**src/rtl/display_pkg.sv**
```systemverilog
// Shared constants for the multiplexed seven-segment display path.
// Segment patterns are stored active-high in {g,f,e,d,c,b,a} order;
// polarity is applied only at the output register.
package display_pkg;

    localparam int NUM_DIGITS = 4;
    localparam int DIG_W      = 2;
    localparam int BCD_W      = 4;
    localparam int SEG_W      = 7;

    localparam logic [SEG_W-1:0] SEG_0    = 7'h3F;
    localparam logic [SEG_W-1:0] SEG_1    = 7'h06;
    localparam logic [SEG_W-1:0] SEG_2    = 7'h5B;
    localparam logic [SEG_W-1:0] SEG_3    = 7'h4F;
    localparam logic [SEG_W-1:0] SEG_4    = 7'h66;
    localparam logic [SEG_W-1:0] SEG_5    = 7'h6D;
    localparam logic [SEG_W-1:0] SEG_6    = 7'h7D;
    localparam logic [SEG_W-1:0] SEG_7    = 7'h07;
    localparam logic [SEG_W-1:0] SEG_8    = 7'h7F;
    localparam logic [SEG_W-1:0] SEG_9    = 7'h6F;
    localparam logic [SEG_W-1:0] SEG_E    = 7'h79;
    localparam logic [SEG_W-1:0] SEG_DASH = 7'h40;
    localparam logic [SEG_W-1:0] SEG_OFF  = 7'h00;

    // Registered display word: one segment pattern plus active-low enables.
    typedef struct packed {
        logic [SEG_W-1:0]      seg;
        logic [NUM_DIGITS-1:0] digit_n;
    } disp_t;

    // Active-low one-hot digit enable for a given scan index.
    function automatic logic [NUM_DIGITS-1:0] digit_sel_n(input logic [DIG_W-1:0] idx);
        logic [NUM_DIGITS-1:0] dn;
        dn      = '1;
        dn[idx] = 1'b0;
        return dn;
    endfunction

endpackage

```
**src/rtl/bcd_display_mux_if.sv**
```systemverilog
// Digit-value inputs and display-pin outputs of the display multiplexer.
// The master side feeds digits/flags; the slave side is the multiplexer.
interface bcd_display_mux_if;
    logic [15:0] bcd_in;
    logic        error;
    logic        blank;
    logic [6:0]  seg;
    logic [3:0]  digit_n;
    logic        frame_tick;

    modport master (
        output bcd_in, error, blank,
        input  seg, digit_n, frame_tick
    );

    modport slave (
        input  bcd_in, error, blank,
        output seg, digit_n, frame_tick
    );
endinterface

```
**src/rtl/bcd_to_7seg.sv**
```systemverilog
// Combinational BCD to seven-segment decoder, active-high {g..a}.
// Non-decimal codes A..F render as a dash so corrupt digits stay visible.
module bcd_to_7seg
    import display_pkg::*;
(
    input  logic [BCD_W-1:0] bcd,
    output logic [SEG_W-1:0] seg
);

    // Table lookup; the default covers every illegal BCD code.
    always_comb begin
        seg = SEG_DASH;
        case (bcd)
            4'd0:    seg = SEG_0;
            4'd1:    seg = SEG_1;
            4'd2:    seg = SEG_2;
            4'd3:    seg = SEG_3;
            4'd4:    seg = SEG_4;
            4'd5:    seg = SEG_5;
            4'd6:    seg = SEG_6;
            4'd7:    seg = SEG_7;
            4'd8:    seg = SEG_8;
            4'd9:    seg = SEG_9;
            default: seg = SEG_DASH;
        endcase
    end

endmodule

```
**src/rtl/bcd_display_mux.sv**
```systemverilog
// Time-multiplexed 4-digit seven-segment driver.
// A refresh counter steps the lit digit; the BCD word is sampled once per
// frame so all digits shown in a frame come from one coherent value.
// seg/digit_n are registered from the next-state scan index and snapshot,
// so they track the new digit one cycle after each scan tick.
module bcd_display_mux
    import display_pkg::*;
#(
    parameter int REFRESH_DIV    = 50000,
    parameter bit SEG_ACTIVE_LOW = 1'b1,
    parameter bit LZ_BLANK       = 1'b1
) (
    input  logic              clock,
    input  logic              reset,
    bcd_display_mux_if.slave  bus
);

    localparam int                CNT_W   = (REFRESH_DIV > 1) ? $clog2(REFRESH_DIV) : 1;
    localparam logic [CNT_W-1:0]  CNT_MAX = CNT_W'(REFRESH_DIV - 1);
    localparam logic [DIG_W-1:0]  IDX_MAX = DIG_W'(NUM_DIGITS - 1);
    localparam logic [SEG_W-1:0]  SEG_DARK = SEG_ACTIVE_LOW ? ~SEG_OFF : SEG_OFF;

    logic [CNT_W-1:0]  cnt_q, cnt_d;
    logic [DIG_W-1:0]  idx_q, idx_d;
    logic [15:0]       snap_q, snap_d;
    logic              scan_tick;
    logic              frame_wrap;

    logic [NUM_DIGITS-1:0][SEG_W-1:0] dec;
    logic [NUM_DIGITS-1:0]            lz_dark;

    disp_t disp_d, disp_q;
    logic [SEG_W-1:0] seg_pol;

    assign scan_tick  = (cnt_q == CNT_MAX);
    assign frame_wrap = scan_tick && (idx_q == IDX_MAX);

    // Next-state scan position and frame snapshot.
    always_comb begin
        cnt_d  = scan_tick ? '0 : cnt_q + 1'b1;
        idx_d  = scan_tick ? idx_q + 1'b1 : idx_q;
        snap_d = frame_wrap ? bus.bcd_in : snap_q;
    end

    // One decoder and one leading-zero test per digit, all fed from the
    // next-state snapshot so a fresh frame shows its new value at once.
    for (genvar g = 0; g < NUM_DIGITS; g++) begin : g_dig
        bcd_to_7seg u_dec (
            .bcd (snap_d[BCD_W*g +: BCD_W]),
            .seg (dec[g])
        );
        if (g == 0) begin : g_units
            assign lz_dark[g] = 1'b0;
        end else begin : g_upper
            assign lz_dark[g] = LZ_BLANK && (snap_d[15:BCD_W*g] == '0);
        end
    end

    // Pick what the next lit digit shows: blank beats error beats
    // leading-zero suppression beats the decoded digit.
    always_comb begin
        disp_d.seg     = SEG_OFF;
        disp_d.digit_n = '1;
        if (bus.blank) begin
            disp_d.seg     = SEG_OFF;
            disp_d.digit_n = '1;
        end else if (bus.error) begin
            disp_d.seg     = SEG_E;
            disp_d.digit_n = digit_sel_n(idx_d);
        end else if (lz_dark[idx_d]) begin
            disp_d.seg     = SEG_OFF;
            disp_d.digit_n = '1;
        end else begin
            disp_d.seg     = dec[idx_d];
            disp_d.digit_n = digit_sel_n(idx_d);
        end
    end

    assign seg_pol = SEG_ACTIVE_LOW ? ~disp_d.seg : disp_d.seg;

    // Scan state, snapshot and output registers.
    always_ff @(posedge clock) begin
        if (reset) begin
            cnt_q          <= '0;
            idx_q          <= '0;
            snap_q         <= '0;
            disp_q.seg     <= SEG_DARK;
            disp_q.digit_n <= '1;
        end else begin
            cnt_q          <= cnt_d;
            idx_q          <= idx_d;
            snap_q         <= snap_d;
            disp_q.seg     <= seg_pol;
            disp_q.digit_n <= disp_d.digit_n;
        end
    end

    assign bus.seg        = disp_q.seg;
    assign bus.digit_n    = disp_q.digit_n;
    assign bus.frame_tick = frame_wrap;

endmodule

```
**src/flat_wrapper.sv**
```systemverilog
// flat-port wrapper written by rule: the top's interface ports become plain ports
module bcd_display_mux_flat import display_pkg::*;
#(
    parameter int REFRESH_DIV    = 50000,
    parameter bit SEG_ACTIVE_LOW = 1'b1,
    parameter bit LZ_BLANK       = 1'b1
)
  (clock, reset, bus_bcd_in, bus_error, bus_blank, bus_seg, bus_digit_n, bus_frame_tick);
  bcd_display_mux_if bus_i ();
  input  logic clock;
  input  logic reset;
  input wire logic [$bits(bus_i.bcd_in)-1:0] bus_bcd_in;
  input wire logic [$bits(bus_i.error)-1:0] bus_error;
  input wire logic [$bits(bus_i.blank)-1:0] bus_blank;
  output wire logic [$bits(bus_i.seg)-1:0] bus_seg;
  output wire logic [$bits(bus_i.digit_n)-1:0] bus_digit_n;
  output wire logic [$bits(bus_i.frame_tick)-1:0] bus_frame_tick;
  assign bus_i.bcd_in = bus_bcd_in;
  assign bus_i.error = bus_error;
  assign bus_i.blank = bus_blank;
  assign bus_seg = bus_i.seg;
  assign bus_digit_n = bus_i.digit_n;
  assign bus_frame_tick = bus_i.frame_tick;
  bcd_display_mux #(.REFRESH_DIV(REFRESH_DIV), .SEG_ACTIVE_LOW(SEG_ACTIVE_LOW), .LZ_BLANK(LZ_BLANK)) u_core (.clock(clock), .reset(reset), .bus(bus_i));
endmodule
```
**config.mk**
```make
export PLATFORM = sky130hd
export DESIGN_NAME = bcd_display_mux_flat
export DESIGN_NICKNAME = d
export VERILOG_FILES = /design/src/rtl/display_pkg.sv /design/src/rtl/bcd_display_mux_if.sv /design/src/rtl/bcd_to_7seg.sv /design/src/rtl/bcd_display_mux.sv /design/src/flat_wrapper.sv
export SDC_FILE = /design/constraint.sdc
export NUM_CORES = 1
export LEC_CHECK = 0
export CAP_MARGIN = 20
export CORE_UTILIZATION = 45
export DETAILED_ROUTE_END_ITERATION = 10
export PLACE_DENSITY = 0.73
export SKIP_CTS_REPAIR_TIMING = 1
export SLEW_MARGIN = 20
export SYNTH_ARGS = -nofsm -noshare
export SYNTH_HDL_FRONTEND = slang
export SYNTH_SLANG_ARGS = --single-unit
```
**constraint.sdc**
```tcl
create_clock -name clock -period 8 [get_ports clock]
set_input_delay 0.8 -clock clock [delete_from_list [all_inputs] [get_ports clock]]
set_output_delay 0.8 -clock clock [all_outputs]
set_load 0.01 [all_outputs]
```
==> summary.md <==
| Metric | Value |
|---|---|
| Status | `finished clean` |
| Max VDD drop | `59.7 µV` |
| Max-slew violations | `0` |
| Pleak | `0.00132 µW` |
| Layout overhead on the synthesized area | `14.4%` |
| Routability cong. | `0.914` |
| Total GRT Usage | `21.7%` |
| Clk_lat worst skew | `300 ps` |
| Drc violations | `0` |
| CTS H-tree depth | `2` |
| CTS sink cnt | `45` |
| Fin. Hold Viols | `0` |
| Final min period | `3470 ps` |
| R2R setup slack | `4530 ps` |
| Share of cells above drive strength 1 | `5.48%` |
| Cell Area, Synth | `0.00287 mm²` |
| CP Data Required Time | `7200 ps` |
| Switch share | `23.2%` |
| F_max | `288 MHz` |
| Setup_tns | `0 ps` |
| Period utilization | `43.3%` |
| Vias | `2735` |
| Initial antenna violation count | `0` |
| Setup ws final | `4530 ps` |
| CTS buffer count | `5` |
| CTS tree | `built` |
| Clock transition at the registers of the reported paths | `80 ps` |
| Post-synthesis sequential area ratio | `31.4%` |
| Antenna-violating nets left | `0` |
| Layout Cells excl Fill | `458` |
| EDFF count, synth | `0` |
| First-pass GRT wire length | `11200 µm` |
| Fillcell total | `567` |
| Psw | `90.9 µW` |
| Final net count | `416` |
| Die area | `0.00669 mm²` |
| Clock buffer depth | `2` |
| Core ar. | `0.00603 mm²` |
| Post-synth cell types | `49` |
| Area of the multi-input gates | `0.00184 mm²` |
| CP endpoint kind | `output pin` |
| FF+latch count, synth | `45` |
| Dpl ws | `4590 ps` |
| Yosys Warn Count | `0` |
| WL final | `6890 µm` |
| Final Setup Violations | `0` |
| First DRT Iteration DRCs | `132` |
| Max-cap check violation count | `0` |
| Setup crit start kind | `flip-flop` |
| Post-synthesis cell count | `363` |
| Die height | `81.8 µm` |
| Sequential power share | `58.5%` |
| Core Rows | `28` |
| Die width | `81.8 µm` |
| Tightest Hold Check Type | `reg2reg` |
| Drt via density | `5.97` |
| Clock Power Share | `33.5%` |
| Initial Utilization | `47.6%` |
| HPWL after DPL | `5130 µm` |
| Total grt overflow | `0` |
| Port bufs | `31` |
| Clock skew | `12.2 ps` |
| Vias in the first global route | `2406` |
| Wire length per cell | `15.0 µm` |
| Syn_area_per_cell | `7.90 µm²` |
| Power per cell area | `119 mW/mm²` |
| # placed instances | `452` |
| Combinational share of power | `7.9%` |
| Slew margin rel. | `40.0%` |
| RSZ-0062 raised after global routing | `false` |
| Top FF cell, synth | `dfxtp_1` |
| Worst-Margin Slew | `894 ps` |
| Post-synth ARST share | `0%` |
| Register area | `901 µm²` |
| Largest net degree at the start of global routing | `39` |
| CP Max Fanout | `5` |
| CTS root buffer | `clkbuf_8` |
| Num ports | `32` |
| N_diodes | `0` |
| Crit path arrival time | `2670 ps` |
| Kind of critical path | `reg2out` |
| P_int | `300 µW` |
| Syn nets | `395` |
| Drt first pass iters | `4` |
Yosys cell counts, types with 7 or more instances:
| master | number | area share (%) |
|---|---|---|
| ha_1 | 12 | 5.2 |
| o211ai_1 | 9 | 2.4 |
| xor2_1 | 7 | 2.1 |
| or3_1 | 9 | 2.0 |
| a21oi_1 | 19 | 3.3 |
| dfxtp_1 | 45 | 31 |
| nor3_1 | 11 | 1.9 |
| mux2i_1 | 22 | 7.7 |
| clkbuf_1 | 13 | 1.7 |
| nand3_1 | 26 | 4.5 |
| nand2_1 | 34 | 4.5 |
| inv_1 | 12 | 1.6 |
| nor2_1 | 48 | 6.3 |
| o21ai_0 | 14 | 2.4 |
power groups by stage:
stage / Combinational [µW] / Clock, µW / Sequential (µW)
2_1_floorplan: 11.1 / 0 / 235
4_1_cts: 31.0 / 134 / 229
5_1_grt: 33.9 / 142 / 229
3_3_place_gp: 30.6 / 0 / 234
6_report: 31.1 / 131 / 229
3_5_place_dp: 30.9 / 0 / 234
flip-flops by register name (all words and copies together) (netlist names):
| name | cells |
|---|---|
| u_core.idx_q | 2 |
| u_core.bus.digit_n | 4 |
| u_core.bus.seg | 7 |
| u_core.cnt_q | 16 |
| u_core.snap_q | 16 |
metrics by stage:
step	hold slack (ps)	utilization, %	power (µW)	instance area [µm²]
floorplan	426	-	246	2870
global placement	438	53.2	265	3200
detailed placement	484	53.2	265	3200
CTS	500	54.4	395	3280
global route	516	54.4	406	3280
finish	496	54.4	391	3280
cell families (layout without fill, tap and decap cells):
family / count (synthesis) / count (layout) / share of synthesized area, %
simple gates: 160 / 160 / 27.5
fa+ha+maj: 12 / 12 / 5.24
buf+inv: 31 / 51 / 4.63
flops: 45 / 45 / 31.4
compound gates: 76 / 76 / 17.6
xor+xnor: 11 / 11 / 3.36
mux: 28 / 28 / 10.2
placed cells by master, fill, tap and decap left out, drive strengths merged, types with 7 or more instances in the layout:
master          n
nor2           48
dfxtp          45
nand2          34
clkdlybuf4s50  31
nand3          26
mux2i          22
a21oi          19
o21ai          14
inv            12
ha             12
nor3           11
or3             9
o211ai          9
xor2            7
nor4            7
worst paths after layout:
path | from | endpoint | cells after the start
worst max-delay path | u_core.cnt_q[5] | bus_frame_tick | 3
worst min register to register | u_core.cnt_q[0] | u_core.cnt_q[0] | 1
worst max register to register | u_core.cnt_q[5] | u_core.bus.seg[1] | 10
worst min-delay path | u_core.cnt_q[0] | u_core.cnt_q[0] | 1
layout make-up:
| cell class | count | area share, % |
|---|---|---|
| sequential | 45 | 27.5 |
| timing repair buffer | 33 | 9.92 |
| clock buffer | 5 | 2.10 |
| multi-input combinational | 287 | 56.1 |
| clock inverter | 1 | 0.153 |
| inverter | 12 | 1.37 |
| tap | 75 | 2.86 |
critical path, stage by stage, from the launching register on:
cell             delay (ps)
dfxtp_1                 360
or4b_4                  590
nor4_1                  740
clkdlybuf4s50_1         680
routing by layer:
layer / wire length, µm / up-vias / track usage [%]
li1: - / 1367 / -
met1: 3340 / 1280 / 30.4
met2: 3000 / 73 / 32.7
met3: 379 / 15 / 4.00
met4: 169 / 0 / 8.42
met5: 0 / - / 0
Note: power is estimated with default switching activity, not from simulation.
